$ cat src/rtl/intc_bamse.sv
// intc_bamse: eight-line edge-detecting interrupt controller for the BAMSE PicoBlaze.
// Latency: source rise -> PEND at next edge -> interrupt one edge later; reads are combinational.
// Backpressure: none; PicoBlaze handshakes via interrupt/interrupt_ack and an EOI write.
//
// Ports:
//   clk, rst          clock, asynchronous active-low reset
//   irq_src[7:0]      peripheral interrupt levels (bit 0 = timer, highest priority)
//   address/data_in   port-mapped bus, registers at ADDR..ADDR+3 (PEND, MASK, VEC, CTRL)
//   ren/wen           read/write strobes; data_out is 0 when not addressed (OR-able)
//   interrupt         to PicoBlaze; interrupt_ack from PicoBlaze
module intc_bamse #(
  parameter logic [7:0] ADDR = 8'h10
) (
  input  logic       clk,
  input  logic       rst,
  input  logic [7:0] irq_src,
  input  logic [7:0] address,
  input  logic [7:0] data_in,
  output logic [7:0] data_out,
  input  logic       ren,
  input  logic       wen,
  output logic       interrupt,
  input  logic       interrupt_ack
);

  typedef enum logic [1:0] {
    S_IDLE    = 2'd0,
    S_ASSERT  = 2'd1,
    S_SERVICE = 2'd2
  } state_t;

  state_t     state_q, state_d;
  logic [7:0] irq_q;
  logic [7:0] pend_q, pend_d;
  logic [7:0] mask_q, mask_d;
  logic       gen_q, gen_d;
  logic [2:0] vec_q, vec_d;

  logic       hit;
  logic       wr_pend, wr_mask, wr_vec, wr_ctrl;
  logic [7:0] w1c;
  logic [7:0] rise;
  logic [7:0] active;
  logic       req;
  logic [2:0] idx;
  logic       latch_idx;
  logic       in_service;

  // Block is 4-aligned, so the upper six address bits select the window.
  assign hit     = (address[7:2] == ADDR[7:2]);
  assign wr_pend = wen & hit & (address[1:0] == 2'd0);
  assign wr_mask = wen & hit & (address[1:0] == 2'd1);
  assign wr_vec  = wen & hit & (address[1:0] == 2'd2);
  assign wr_ctrl = wen & hit & (address[1:0] == 2'd3);

  assign w1c  = wr_pend ? data_in : 8'h00;
  assign rise = irq_src & ~irq_q;

  // A rise in the same cycle as a W1C wins, so OR the rise in last.
  assign pend_d = (pend_q & ~w1c) | rise;
  assign mask_d = wr_mask ? data_in : mask_q;
  assign gen_d  = wr_ctrl ? data_in[0] : gen_q;

  assign active = pend_q & mask_q;
  assign req    = gen_q & (|active);

  // Lowest set bit wins: scan downward so the last hit is the lowest index.
  always_comb begin
    idx = 3'd0;
    for (int i = 7; i >= 0; i--) begin
      if (active[i]) idx = i[2:0];
    end
  end

  always_comb begin
    state_d   = state_q;
    latch_idx = 1'b0;
    case (state_q)
      S_IDLE: begin
        if (req) begin
          state_d   = S_ASSERT;
          latch_idx = 1'b1;
        end
      end
      S_ASSERT: begin
        // Ack outranks a simultaneous withdrawal of the request.
        if (interrupt_ack)   state_d = S_SERVICE;
        else if (!req)       state_d = S_IDLE;
      end
      S_SERVICE: begin
        if (wr_vec) state_d = S_IDLE;
      end
      default: state_d = S_IDLE;
    endcase
  end

  assign vec_d = latch_idx ? idx : vec_q;

  always_ff @(posedge clk or negedge rst) begin
    if (!rst) begin
      state_q <= S_IDLE;
      irq_q   <= 8'h00;
      pend_q  <= 8'h00;
      mask_q  <= 8'h00;
      gen_q   <= 1'b0;
      vec_q   <= 3'd0;
    end else begin
      state_q <= state_d;
      irq_q   <= irq_src;
      pend_q  <= pend_d;
      mask_q  <= mask_d;
      gen_q   <= gen_d;
      vec_q   <= vec_d;
    end
  end

  assign interrupt  = (state_q == S_ASSERT);
  assign in_service = (state_q == S_SERVICE);

  always_comb begin
    data_out = 8'h00;
    if (ren && hit) begin
      case (address[1:0])
        2'd0:    data_out = pend_q;
        2'd1:    data_out = mask_q;
        2'd2:    data_out = {in_service, 4'b0000, vec_q};
        default: data_out = {7'b0000000, gen_q};
      endcase
    end
  end

endmodule
$ cat config.mk
export PLATFORM = sky130hd
export DESIGN_NAME = intc_bamse
export DESIGN_NICKNAME = d
export VERILOG_FILES = /design/src/rtl/intc_bamse.sv
export SDC_FILE = /design/constraint.sdc
export NUM_CORES = 1
export LEC_CHECK = 0
export ABC_AREA = 1
export CAP_MARGIN = 30
export CORE_MARGIN = 4
export CORE_UTILIZATION = 45
export CTS_BUF_LIST = sky130_fd_sc_hd__clkbuf_2
export DETAILED_ROUTE_END_ITERATION = 12
export GPL_ROUTABILITY_DRIVEN = 0
export GPL_TIMING_DRIVEN = 0
export PLACE_DENSITY = 0.79
export SLEW_MARGIN = 20
export SYNTH_ARGS = -nofsm -noshare
export SYNTH_HDL_FRONTEND = slang
export SYNTH_SLANG_ARGS = --single-unit
export TNS_END_PERCENT = 10
$ cat constraint.sdc
create_clock -name clk -period 1.1 [get_ports clk]
set_input_delay 0.165 -clock clk [delete_from_list [all_inputs] [get_ports clk]]
set_output_delay 0.165 -clock clk [all_outputs]
set_load 0.02 [all_outputs]
==> flow_metrics.tcl <==
set metrics [dict create \
    status "complete, but fails checks" \
    violations "negative setup slack" \
    overflow 0 \
    placementRows 20 \
    crit_family "flip-flops" \
    synth-simple-area-share_pct 32.1 \
    layout-drive-gt1-share_pct 27.9 \
    avgRoutedWirePerCell_um 12.5 \
    grt_max_degree 31 \
    grt_pass1_wl_um 6210 \
    syn_area_per_cell_um2 8.02 \
    dieHeight_um 65.1 \
    slowest_delay_ps 410 \
    dr.pass1.iters 4 \
    synthTopCellsByArea "dfrtp_1 (51%), nand2_1 (18%), nand3_1 (5.8%)" \
    ys_seq_elements 30 \
    synth_top_family_by_area "simple AND/OR/NAND/NOR gates" \
    critical_path_buf_inv_count 2 \
    synth_fa_ha_area_share_pct 0 \
    synth_top_area_cell "dfrtp_1" \
    post-route-drc-count 0 \
    cts_inserted_buffers 5 \
    antenna_found_initial 0 \
    cp_cell_sequence "inv_2, nor2_2, a221oi_2, nor2_1, buf_4" \
    vias_per_cell 4.86 \
    rsz0062_at_grt "yes" \
    report.final.slew_viol_count 0 \
    cts_buffer_depth 2 \
    max_slew_margin_pct 56.2 \
    core-area_mm2 0.00308 \
    fin_area_mm2 0.00214 \
    timing.final.crit_period_ps 1460 \
    dp_hpwl_um 2450 \
    num_antenna_cells 0 \
    maxCapViolCount 0 \
    multi_input_area_um2 691 \
    critPathLaunchType "register" \
    htreeDepth 2 \
    cts_tree "done" \
    worstPathRequired_ps 940 \
    cellLeakagePower_uw 0.00105 \
    register_area_um2 752 \
    ir_drop_v 0.000758 \
    portBuffers 37 \
    critPathArrivalTime_ps 1300 \
    fin_tns_setup_ps -3410 \
    setup_viol 13 \
    fmax_ghz 0.683 \
    root_buffer "clkbuf_2" \
    yosys-top-cells-count "nand2_1 (69), dfrtp_1 (30), inv_1 (18), nand3_1 (17), nor2_1 (11)" \
    synth_cells 183 \
    worst_slew_pin_slew_ps 656 \
    ios 38 \
    yosysSeqAreaShare_pct 51.2 \
    crit_type "reg2out" \
    power.density_mw_per_mm2 1070 \
    period_share_pct 133 \
    dieArea_mm2 0.00424 \
    synth_mux_area_share_pct 0 \
    dr.first_iter.drc_count 85 \
    fin_nets 272 \
    yosys_warnings 0 \
    cp_max_fo 2 \
    hold_path.class "in2reg" \
    cts.clk_slew.worst_paths_ps 180 \
    die_w_um 65.1 \
    placed_cell_area_mm2 0.00190 \
    area_delta_synth_final_pct 45.7 \
    layout_setup_ws_ps -365 \
    track_usage_pct 19.5 \
    synth_xor_area_share_pct 0 \
    grt_pass1_vias 1363 \
    wl_um 3610 \
    start_util_pct 47.7 \
    crit_slowest_cell "dfrtp_1" \
    skew_ps 11.8 \
    synth_edf_count 0 \
    fillers 272 \
    num_vias 1400 \
    synthFlopType "dfrtp_1" \
    cts.sinks 30 \
    synth_top_area_share_pct 51.2 \
    hold_violations 0 \
    ys_async_sr_fraction_pct 100 \
    synth-compound-area-share_pct 9.80 \
    synth_area_mm2 0.00147 \
    ant_nets 0 \
    synth_most_common_cell "nand2_1" \
    clk_latency_ps 380 \
    endpoint_kind "output port" \
    ys_types 21 \
    syn-num-nets 212 \
]
[registers in the layout, indices dropped and copies added, names as in the netlist]
signal and cells:
mask_q 8, irq_q 8, vec_q 3, pend_q 8
state_q 2, gen_q 1
[placed cells by master, fill, tap and decap left out]
cell type	synthesis	routed
nand2_1	69	66
a21oi_1	6	4
nand3_4	0	1
dlygate4sd2_1	0	7
nor2_4	1	3
a221oi_2	0	1
a21oi_2	0	2
clkbuf_2	0	5
dlygate4sd3_1	0	1
clkinv_4	0	1
buf_6	2	10
nor2_1	11	5
dfrtp_2	0	1
clkinv_2	0	1
nand2_2	2	5
inv_2	1	4
a211oi_1	1	1
a31oi_2	1	3
o21bai_1	1	1
nand3_2	3	3
clkdlybuf4s50_1	0	19
o21ai_1	5	7
clkdlybuf4s15_2	0	1
nand3_1	17	16
o21ai_0	8	5
o21ai_2	0	1
clkinvlp_4	0	1
nor2_2	2	6
dfrtp_1	30	29
buf_4	1	15
inv_1	18	15
nor2_8	1	1
buf_2	0	2
buf_8	0	1
[metal layers]
layer,vias to the layer above,global-route usage (%),share of wire [%]
li1,708,-,-
met1,655,25.4,44
met2,31,30.3,49
met3,6,7.01,6.1
met4,0,6.48,1.5
met5,-,0,0
[cell type report]
type / count / area share (%)
Buffer: 3 / 1.76
Clock buffer: 5 / 1.17
Clock inverter: 3 / 0.995
Inverter: 19 / 3.34
Multi-Input combinational cell: 131 / 32.3
Sequential cell: 30 / 35.2
Tap cell: 44 / 2.57
Timing Repair Buffer: 53 / 22.7
[what timing repair did]
action | CTS | global route
buffers inserted | 15 | 0
hold endpoints to repair | 30 | 0
gates cloned | 0 | 0
hold buffers | 1 | 0
resized for setup | 73 | 15
pin swaps | 14 | 5
endpoints found under the setup margin | 16 | 18
[report_power, final]
part / internal, uW / leakage, uW / switching [uW] / total (uW)
Sequential: 1160 / 0.000354 / 38.7 / 1200
Combinational: 289 / 0.000672 / 227 / 516
Clock: 156 / 0.0000289 / 429 / 584
Total: 1600 / 0.00105 / 694 / 2300
[worst paths after layout]
kind	startpoint	to	slack [ps]	cells after the start
worst min register to register	irq_q[5]	pend_q[5]	420	1
max in group asynchronous	rst	state_q[1]	330	2
worst min-delay path	irq_src[2]	irq_q[2]	210	1
worst max register to register	vec_q[2]	vec_q[2]	-210	9
worst max-delay path	vec_q[2]	data_out[2]	-360	5
min in group asynchronous	rst	vec_q[1]	320	2
[through the flow]
step | setup slack [ps] | power, uW | instances | hold WS [ps] | utilization, %
4_1_cts | -375 | 2220 | 288 | 204 | 67.9
6_report | -365 | 2300 | 288 | 213 | 69.5
3_3_place_gp | -1190 | 1520 | 264 | 395 | 61.9
3_5_place_dp | -1170 | 1520 | 264 | 232 | 61.7
2_1_floorplan | -88.6 | 1350 | 183 | -131 | -
5_1_grt | -482 | 2440 | 288 | 159 | 69.5
[logic make-up after synthesis]
| logic type | after synthesis |
|---|---|
| compound gates | 25 |
| buf+inv | 22 |
| flops | 30 |
| simple gates | 106 |
Note: power is estimated with default switching activity, not from simulation.
